$ cat src/rtl/wadd_pkg.sv
// Shared types and sizing helpers for the multi-precision adder sequencer.
// Holds the FSM encoding, the default geometry and the chunk and index width helpers.
package wadd_pkg;

  typedef enum logic [1:0] {
    IDLE,
    RUN,
    DONE
  } state_t;

  function automatic int chunk_w(input int adder_size);
    return adder_size - 1;
  endfunction

  function automatic int idx_w(input int num_chunks);
    return (num_chunks > 1) ? $clog2(num_chunks) : 1;
  endfunction

  localparam int DEF_ADDER_SIZE = 32;
  localparam int DEF_GROUP_SIZE = 5;
  localparam int DEF_NUM_CHUNKS = 4;
  localparam int CW             = chunk_w(DEF_ADDER_SIZE);
  localparam int WW             = CW * DEF_NUM_CHUNKS;

endpackage

$ cat src/rtl/wide_add_sequencer_slansky.sv
// Sparse Sklansky adder on [ADDER_SIZE-1:1]: ripple inside GROUP_SIZE-bit groups, prefix tree across groups.
// Purely combinational (0 cycles); no flow control; cin enters as prefix position 0.
module SLANSKY #(
  parameter int ADDER_SIZE = 32,
  parameter int GROUP_SIZE = 5
) (
  input  logic [ADDER_SIZE-1:1] A,
  input  logic [ADDER_SIZE-1:1] B,
  input  logic                  cin,
  output logic [ADDER_SIZE-1:1] sum,
  output logic                  cout
);

  localparam int N  = ADDER_SIZE - 1;
  localparam int NG = (N + GROUP_SIZE) / GROUP_SIZE;
  localparam int LV = $clog2(NG);

  logic [N:0]    g, p, c;
  logic [NG-1:0] gg, gp;

  always_comb begin
    int pos;
    int j;
    pos = 0;
    j   = 0;
    g   = {A & B, cin};
    p   = {A ^ B, 1'b0};
    gg  = '0;
    gp  = '0;
    c   = '0;
    for (int k = 0; k < NG; k++) begin
      gp[k] = 1'b1;
      for (int b = 0; b < GROUP_SIZE; b++) begin
        pos = (k * GROUP_SIZE + b <= N) ? (k * GROUP_SIZE + b) : N;
        if (k * GROUP_SIZE + b <= N) begin
          gg[k] = g[pos] | (p[pos] & gg[k]);
          gp[k] = gp[k] & p[pos];
        end
      end
    end
    // In-place update is safe: the partner node has bit l clear, so it is untouched at level l.
    for (int l = 0; l < LV; l++) begin
      for (int k = 0; k < NG; k++) begin
        if (((k >> l) & 1) == 1) begin
          j     = ((k >> l) << l) - 1;
          gg[k] = gg[k] | (gp[k] & gg[j]);
          gp[k] = gp[k] & gp[j];
        end
      end
    end
    for (int i = 0; i <= N; i++) begin
      if (i % GROUP_SIZE == 0) begin
        j    = (i / GROUP_SIZE) - 1;
        c[i] = (j < 0) ? 1'b0 : gg[(j < 0) ? 0 : j];
      end else begin
        c[i] = g[i-1] | (p[i-1] & c[i-1]);
      end
    end
    sum  = p[N:1] ^ c[N:1];
    cout = gg[NG-1];
  end

endmodule

$ cat src/rtl/wide_add_sequencer.sv
// Wide add over one reused SLANSKY, one chunk per clock; result valid 5 edges after accept (accept edge included).
// No overlap: in_ready low in RUN/DONE, DONE holds the result until out_ready. WADD_SUB_EN adds in_sub (A-B).
module wide_add_sequencer
  import wadd_pkg::*;
#(
  parameter int  ADDER_SIZE = DEF_ADDER_SIZE,
  parameter int  GROUP_SIZE = DEF_GROUP_SIZE,
  parameter int  NUM_CHUNKS = DEF_NUM_CHUNKS,
  localparam int CHUNK_W    = chunk_w(ADDER_SIZE),
  localparam int WIDE_W     = CHUNK_W * NUM_CHUNKS,
  localparam int IDX_W      = idx_w(NUM_CHUNKS)
) (
  input  logic              clk,
  input  logic              rst_n,
  input  logic              in_valid,
  output logic              in_ready,
  input  logic [WIDE_W-1:0] in_a,
  input  logic [WIDE_W-1:0] in_b,
  input  logic              in_cin,
`ifdef WADD_SUB_EN
  input  logic              in_sub,
`endif
  output logic              out_valid,
  input  logic              out_ready,
  output logic [WIDE_W-1:0] out_sum,
  output logic              out_cout
);

  state_t              state_q, state_d;
  logic [WIDE_W-1:0]   opa_q, opa_d, opb_q, opb_d, sum_q, sum_d;
  logic                carry_q, carry_d;
  logic [IDX_W-1:0]    idx_q, idx_d;
  logic [CHUNK_W-1:0]  chunk_a, chunk_b, chunk_sum;
  logic                chunk_cout;
`ifdef WADD_SUB_EN
  logic                sub_q, sub_d;
`endif

  always_comb begin
    chunk_a = opa_q[idx_q*CHUNK_W +: CHUNK_W];
`ifdef WADD_SUB_EN
    chunk_b = opb_q[idx_q*CHUNK_W +: CHUNK_W] ^ {CHUNK_W{sub_q}};
`else
    chunk_b = opb_q[idx_q*CHUNK_W +: CHUNK_W];
`endif
  end

  SLANSKY #(
    .ADDER_SIZE(ADDER_SIZE),
    .GROUP_SIZE(GROUP_SIZE)
  ) u_adder (
    .A   (chunk_a),
    .B   (chunk_b),
    .cin (carry_q),
    .sum (chunk_sum),
    .cout(chunk_cout)
  );

  always_comb begin
    state_d   = state_q;
    opa_d     = opa_q;
    opb_d     = opb_q;
    sum_d     = sum_q;
    carry_d   = carry_q;
    idx_d     = idx_q;
`ifdef WADD_SUB_EN
    sub_d     = sub_q;
`endif
    in_ready  = 1'b0;
    out_valid = 1'b0;
    unique case (state_q)
      IDLE: begin
        in_ready = 1'b1;
        if (in_valid) begin
          opa_d   = in_a;
          opb_d   = in_b;
          idx_d   = '0;
          state_d = RUN;
`ifdef WADD_SUB_EN
          // Subtraction is A + ~B + 1, so the incoming carry is overridden.
          sub_d   = in_sub;
          carry_d = in_sub | in_cin;
`else
          carry_d = in_cin;
`endif
        end
      end
      RUN: begin
        sum_d[idx_q*CHUNK_W +: CHUNK_W] = chunk_sum;
        carry_d = chunk_cout;
        // Index parks on the last chunk; it is only ever reloaded from IDLE.
        if (idx_q == IDX_W'(NUM_CHUNKS - 1)) state_d = DONE;
        else                                 idx_d   = idx_q + 1'b1;
      end
      DONE: begin
        out_valid = 1'b1;
        if (out_ready) state_d = IDLE;
      end
      default: state_d = IDLE;
    endcase
  end

  always_ff @(posedge clk) begin
    if (!rst_n) begin
      state_q <= IDLE;
      opa_q   <= '0;
      opb_q   <= '0;
      sum_q   <= '0;
      carry_q <= 1'b0;
      idx_q   <= '0;
`ifdef WADD_SUB_EN
      sub_q   <= 1'b0;
`endif
    end else begin
      state_q <= state_d;
      opa_q   <= opa_d;
      opb_q   <= opb_d;
      sum_q   <= sum_d;
      carry_q <= carry_d;
      idx_q   <= idx_d;
`ifdef WADD_SUB_EN
      sub_q   <= sub_d;
`endif
    end
  end

  assign out_sum  = sum_q;
  assign out_cout = carry_q;

endmodule

$ cat config.mk
export PLATFORM = sky130hd
export DESIGN_NAME = wide_add_sequencer
export DESIGN_NICKNAME = d
export VERILOG_FILES = /design/src/rtl/wadd_pkg.sv /design/src/rtl/wide_add_sequencer_slansky.sv /design/src/rtl/wide_add_sequencer.sv
export SDC_FILE = /design/constraint.sdc
export NUM_CORES = 1
export LEC_CHECK = 0
export CORE_MARGIN = 4
export CORE_UTILIZATION = 52
export CTS_BUF_LIST = sky130_fd_sc_hd__clkbuf_4
export CTS_CLUSTER_DIAMETER = 50
export CTS_CLUSTER_SIZE = 12
export DETAILED_ROUTE_END_ITERATION = 7
export PLACE_DENSITY = 0.86
export SETUP_SLACK_MARGIN = 0.3
export SLEW_MARGIN = 20
export SYNTH_ARGS = -nofsm -noshare
export SYNTH_HDL_FRONTEND = slang
export SYNTH_SLANG_ARGS = --single-unit
$ cat constraint.sdc
create_clock -name clk -period 6.9 [get_ports clk]
set_input_delay 1.38 -clock clk [delete_from_list [all_inputs] [get_ports clk]]
set_output_delay 1.38 -clock clk [all_outputs]
set_load 0.05 [all_outputs]
==> metrics.md <==
| Metric | Value |
|---|---|
| Status | `finished clean` |
| Post-synthesis instance total | `1852` |
| Reg power frac | `0.560` |
| Fin nets | `~2500` |
| Routed wire length | `48.8 mm` |
| DPL Wire Length | `35.8 mm` |
| Max Fclk | `162 MHz` |
| Layout cells sized above 1 | `0.0650` |
| Drt via density | `~5.5` |
| Peak supply drop | `0.135 mV` |
| Wire per inst | `18.9 um` |
| Area leader, netlist | `dfxtp_1` |
| I/O pin cnt | `380` |
| Design area | `0.0211 mm2` |
| RSZ-0062 raised after global routing | `false` |
| Initial antenna violation count | `3` |
| Placed Area | `0.0206 mm2` |
| Gpl congestion | `0.906` |
| Crit path required time | `7.51 ns` |
| Die height | `187 um` |
| Area contributors post-synth | `dfxtp_1, nand2_1, a21boi_0` |
| Via count | `14200` |
| Cts hold-fix bufs | `0` |
| Sequential fraction of the synthesis area | `0.451` |
| Die area | `0.0351 mm2` |
| Crit path max fanout | `33` |
| Vias in the first global route | `13900` |
| Hold Fails Final Rpt | `0` |
| Post-route ant nets | `0` |
| First-pass GRT wire length | `75.1 mm` |
| CP cell instances | `mux4_2, fa_1, inv_1, fa_1, fa_1, inv_1, fa_1, a21oi_1, o22ai_1, or4_1, a21oi_1, a31oi_1, inv_1, fa_1, fa_1, fa_1, fa_1, xnor2_1, a22oi_1, nor2b_1` |
| Top_reg_cell synth | `dfxtp_1` |
| NetSw | `1.17 mW` |
| Total Routing Usage GR | `0.264` |
| Rel. slew slack | `0.209` |
| Fin worst setup slack | `0.730 ns` |
| CP Class | `register to register` |
| Leak pwr | `7.54 nW` |
| Largest net degree at the start of global routing | `~220` |
| Drc violations | `0` |
| CTS tree | `done` |
| Max Cap Viol | `0` |
| Setup_tns | `0 ns` |
| Ys async rst share | `0` |
| Total CTS buffers | `41` |
| P_int | `around 3.0 mW` |
| Class of the worst hold path | `register to register` |
| Crit-path max cell delay | `roughly 0.71 ns` |
| Post-CTS Resized | `0` |
| Syn Nets | `2163` |
| Core area | `about 0.032 mm2` |
| Clk sinks | `roughly 380` |
| Top cell type's share of synthesized area | `0.451` |
| Final worst path period share | `0.894` |
| Chip Width | `187 um` |
| FF+latch count, synth | `377` |
| CP endpoint kind | `register` |
| Final min period | `between 6 and 7 ns` |
| Power share of the combinational group | `0.170` |
| Critical path startpoint category | `register` |
| Post-synth EDFFs | `0` |
| Sw Ratio | `0.281` |
| Slew @ Worst Pin | `1.19 ns` |
| Delay-heaviest family, CP | `adder cells` |
| Setup WS pre-CTS | `around 0.78 ns` |
| Crit path arrival time | `6.78 ns` |
| H-Tree Depth | `2` |
| FP Rows | `65` |
| Initial Utilization | `0.529` |
| Synth Area per Inst | `about 9 um2` |
| PortBufs | `about 380` |
| Congestion Overflow GR | `0` |
| Cell mode on critical path | `fa_1` |
| Iteration-0 DRC Markers | `959` |
| Pwr Total | `4.15 mW` |
| Clock power frac | `0.269` |
| Pwr Density | `197 mW/mm2` |
| Skew-Pair Late Insertion Delay | `0.67 ns` |
| Postcts setup bufs | `0` |
| Slew Limit Fails | `0` |
| Synth unique cells | `44` |
| 1st-pass router iterations | `5` |
| Mapped cell area | `0.0167 mm2` |
| Crit-path slowest cell | `dfxtp_4` |
| Synth warn | `0` |
| Root Buffer Master | `clkbuf_4` |
| Clock skew | `0.0429 ns` |
| Clock transition at path regs | `0.12 ns` |
| Buf/Inv on CP | `3` |
| Syn-to-layout area delta | `25.8%` |
| Final setup viols | `0` |
| CTS Buffer Depth | `3` |
## worst paths after layout
| path | startpoint | to | slack [ns] | depth (start not counted) |
|---|---|---|---|---|
| worst max-delay path | idx_q[1]$_SDFFE_PN0P_ | out_sum[121]$_SDFFE_PN0P_ | 0.73 | 20 |
| worst min-delay path | opa_q[105]$_SDFFE_PN0P_ | opa_q[105]$_SDFFE_PN0P_ | 0.47 | 2 |
| worst max register to register | idx_q[1]$_SDFFE_PN0P_ | out_sum[121]$_SDFFE_PN0P_ | 0.73 | 20 |
| worst min register to register | opa_q[105]$_SDFFE_PN0P_ | opa_q[105]$_SDFFE_PN0P_ | 0.47 | 2 |
## Yosys cell counts, drive strengths merged, types with 3 or more instances
cell    instances
and2           84
a21boi        250
clkbuf         79
nand3           6
dfxtp         377
nor2b          44
a22oi          41
nand2         594
inv            54
a21o            4
fa             25
nor3            3
nor2            9
xnor2           5
mux4           62
o21ai          85
ha             33
a21oi          18
o22ai           3
buf            53
## state kept, by name, summed over array words and instances (netlist names)
register,flops
opb_q,124
state_q,2
out_sum,124
idx_q,2
out_cout,1
opa_q,124
## per-stage QoR
stage	util	hold WS (ns)	cells
floorplan	-	0.440	1852
global route	0.666	0.491	2574
detailed placement	0.651	0.458	2513
CTS	0.665	0.474	2572
global placement	0.651	0.450	2513
finish	0.666	0.472	2574
## worst min-delay path: stages, from the launching register on
cell and delay (ns):
dfxtp_1 0.32, nand2_1 0.05, a21boi_0 0.06
## layer usage
layer / share of wire / vias to the layer above / track usage / wire [um]
li1: - / 6745 / - / -
met1: 0.43 / 6787 / 0.362 / 21200
met2: 0.46 / 592 / 0.426 / 22300
met3: 0.078 / 84 / 0.0485 / 3780
met4: 0.030 / 2 / 0.0847 / 1460
met5: 0.00041 / - / 0 / 20
## power groups by stage
stage | Clock [mW] | Combinational (mW) | Sequential [mW]
after floorplan | 0 | 0.372 | 2.38
after global placement | 0 | 0.685 | 2.37
final | 1.12 | 0.705 | 2.32
after detailed placement | 0 | 0.700 | 2.37
after global routing | 1.22 | 0.762 | 2.33
after CTS | 1.14 | 0.702 | 2.32
## cell usage in the layout (no fill, tap or decap), drive strengths merged, types with 2 or more instances in the layout
cell           netlist  routed
ha                  33      33
a21o                 4       4
nand3                6       6
and2                84      84
inv                 54      56
nor3b                2       2
nand2              594     594
dfxtp              377     377
bufinv               0       2
or3                  2       2
nor2                 9       9
a22oi               41      41
a211oi               2       2
a31oi                2       2
clkdlybuf4s50        0     378
fa                  25      25
nand4                2       2
diode                0       2
a21boi             250     250
mux4                62      62
a21oi               18      18
o211ai               2       2
buf                 53      12
o21ai               85      85
clkbuf              79      45
nand2b               2       2
nor3                 3       3
xnor2                5       5
clkinv               0      10
o22ai                3       3
nor2b               44      44
## cell type report
| cell class | count | area [um2] |
|---|---|---|
| multi-input cells | 1289 | 8430 |
| well taps | 402 | 503 |
| diodes | 2 | 5.00 |
| fillers | 2491 | 10600 |
| repair buffers | 391 | 3900 |
| flip-flops and latches | 377 | 7550 |
| clock inverters | 15 | 129 |
| inverters | 54 | 203 |
| clock buffers | 44 | 330 |
## logic make-up after synthesis
kind of cell | count (synthesis) | share of synthesized area
multiplexers | 63 | 0.0840
flip-flops | 377 | 0.451
adder cells (fa/ha/maj) | 58 | 0.0546
AND/OR/NAND/NOR | 751 | 0.193
AO/OA/AOI/OAI | 411 | 0.169
XOR/XNOR | 6 | 0.00314
buffers and inverters | 186 | 0.0463
Note: power is estimated with default switching activity, not from simulation.
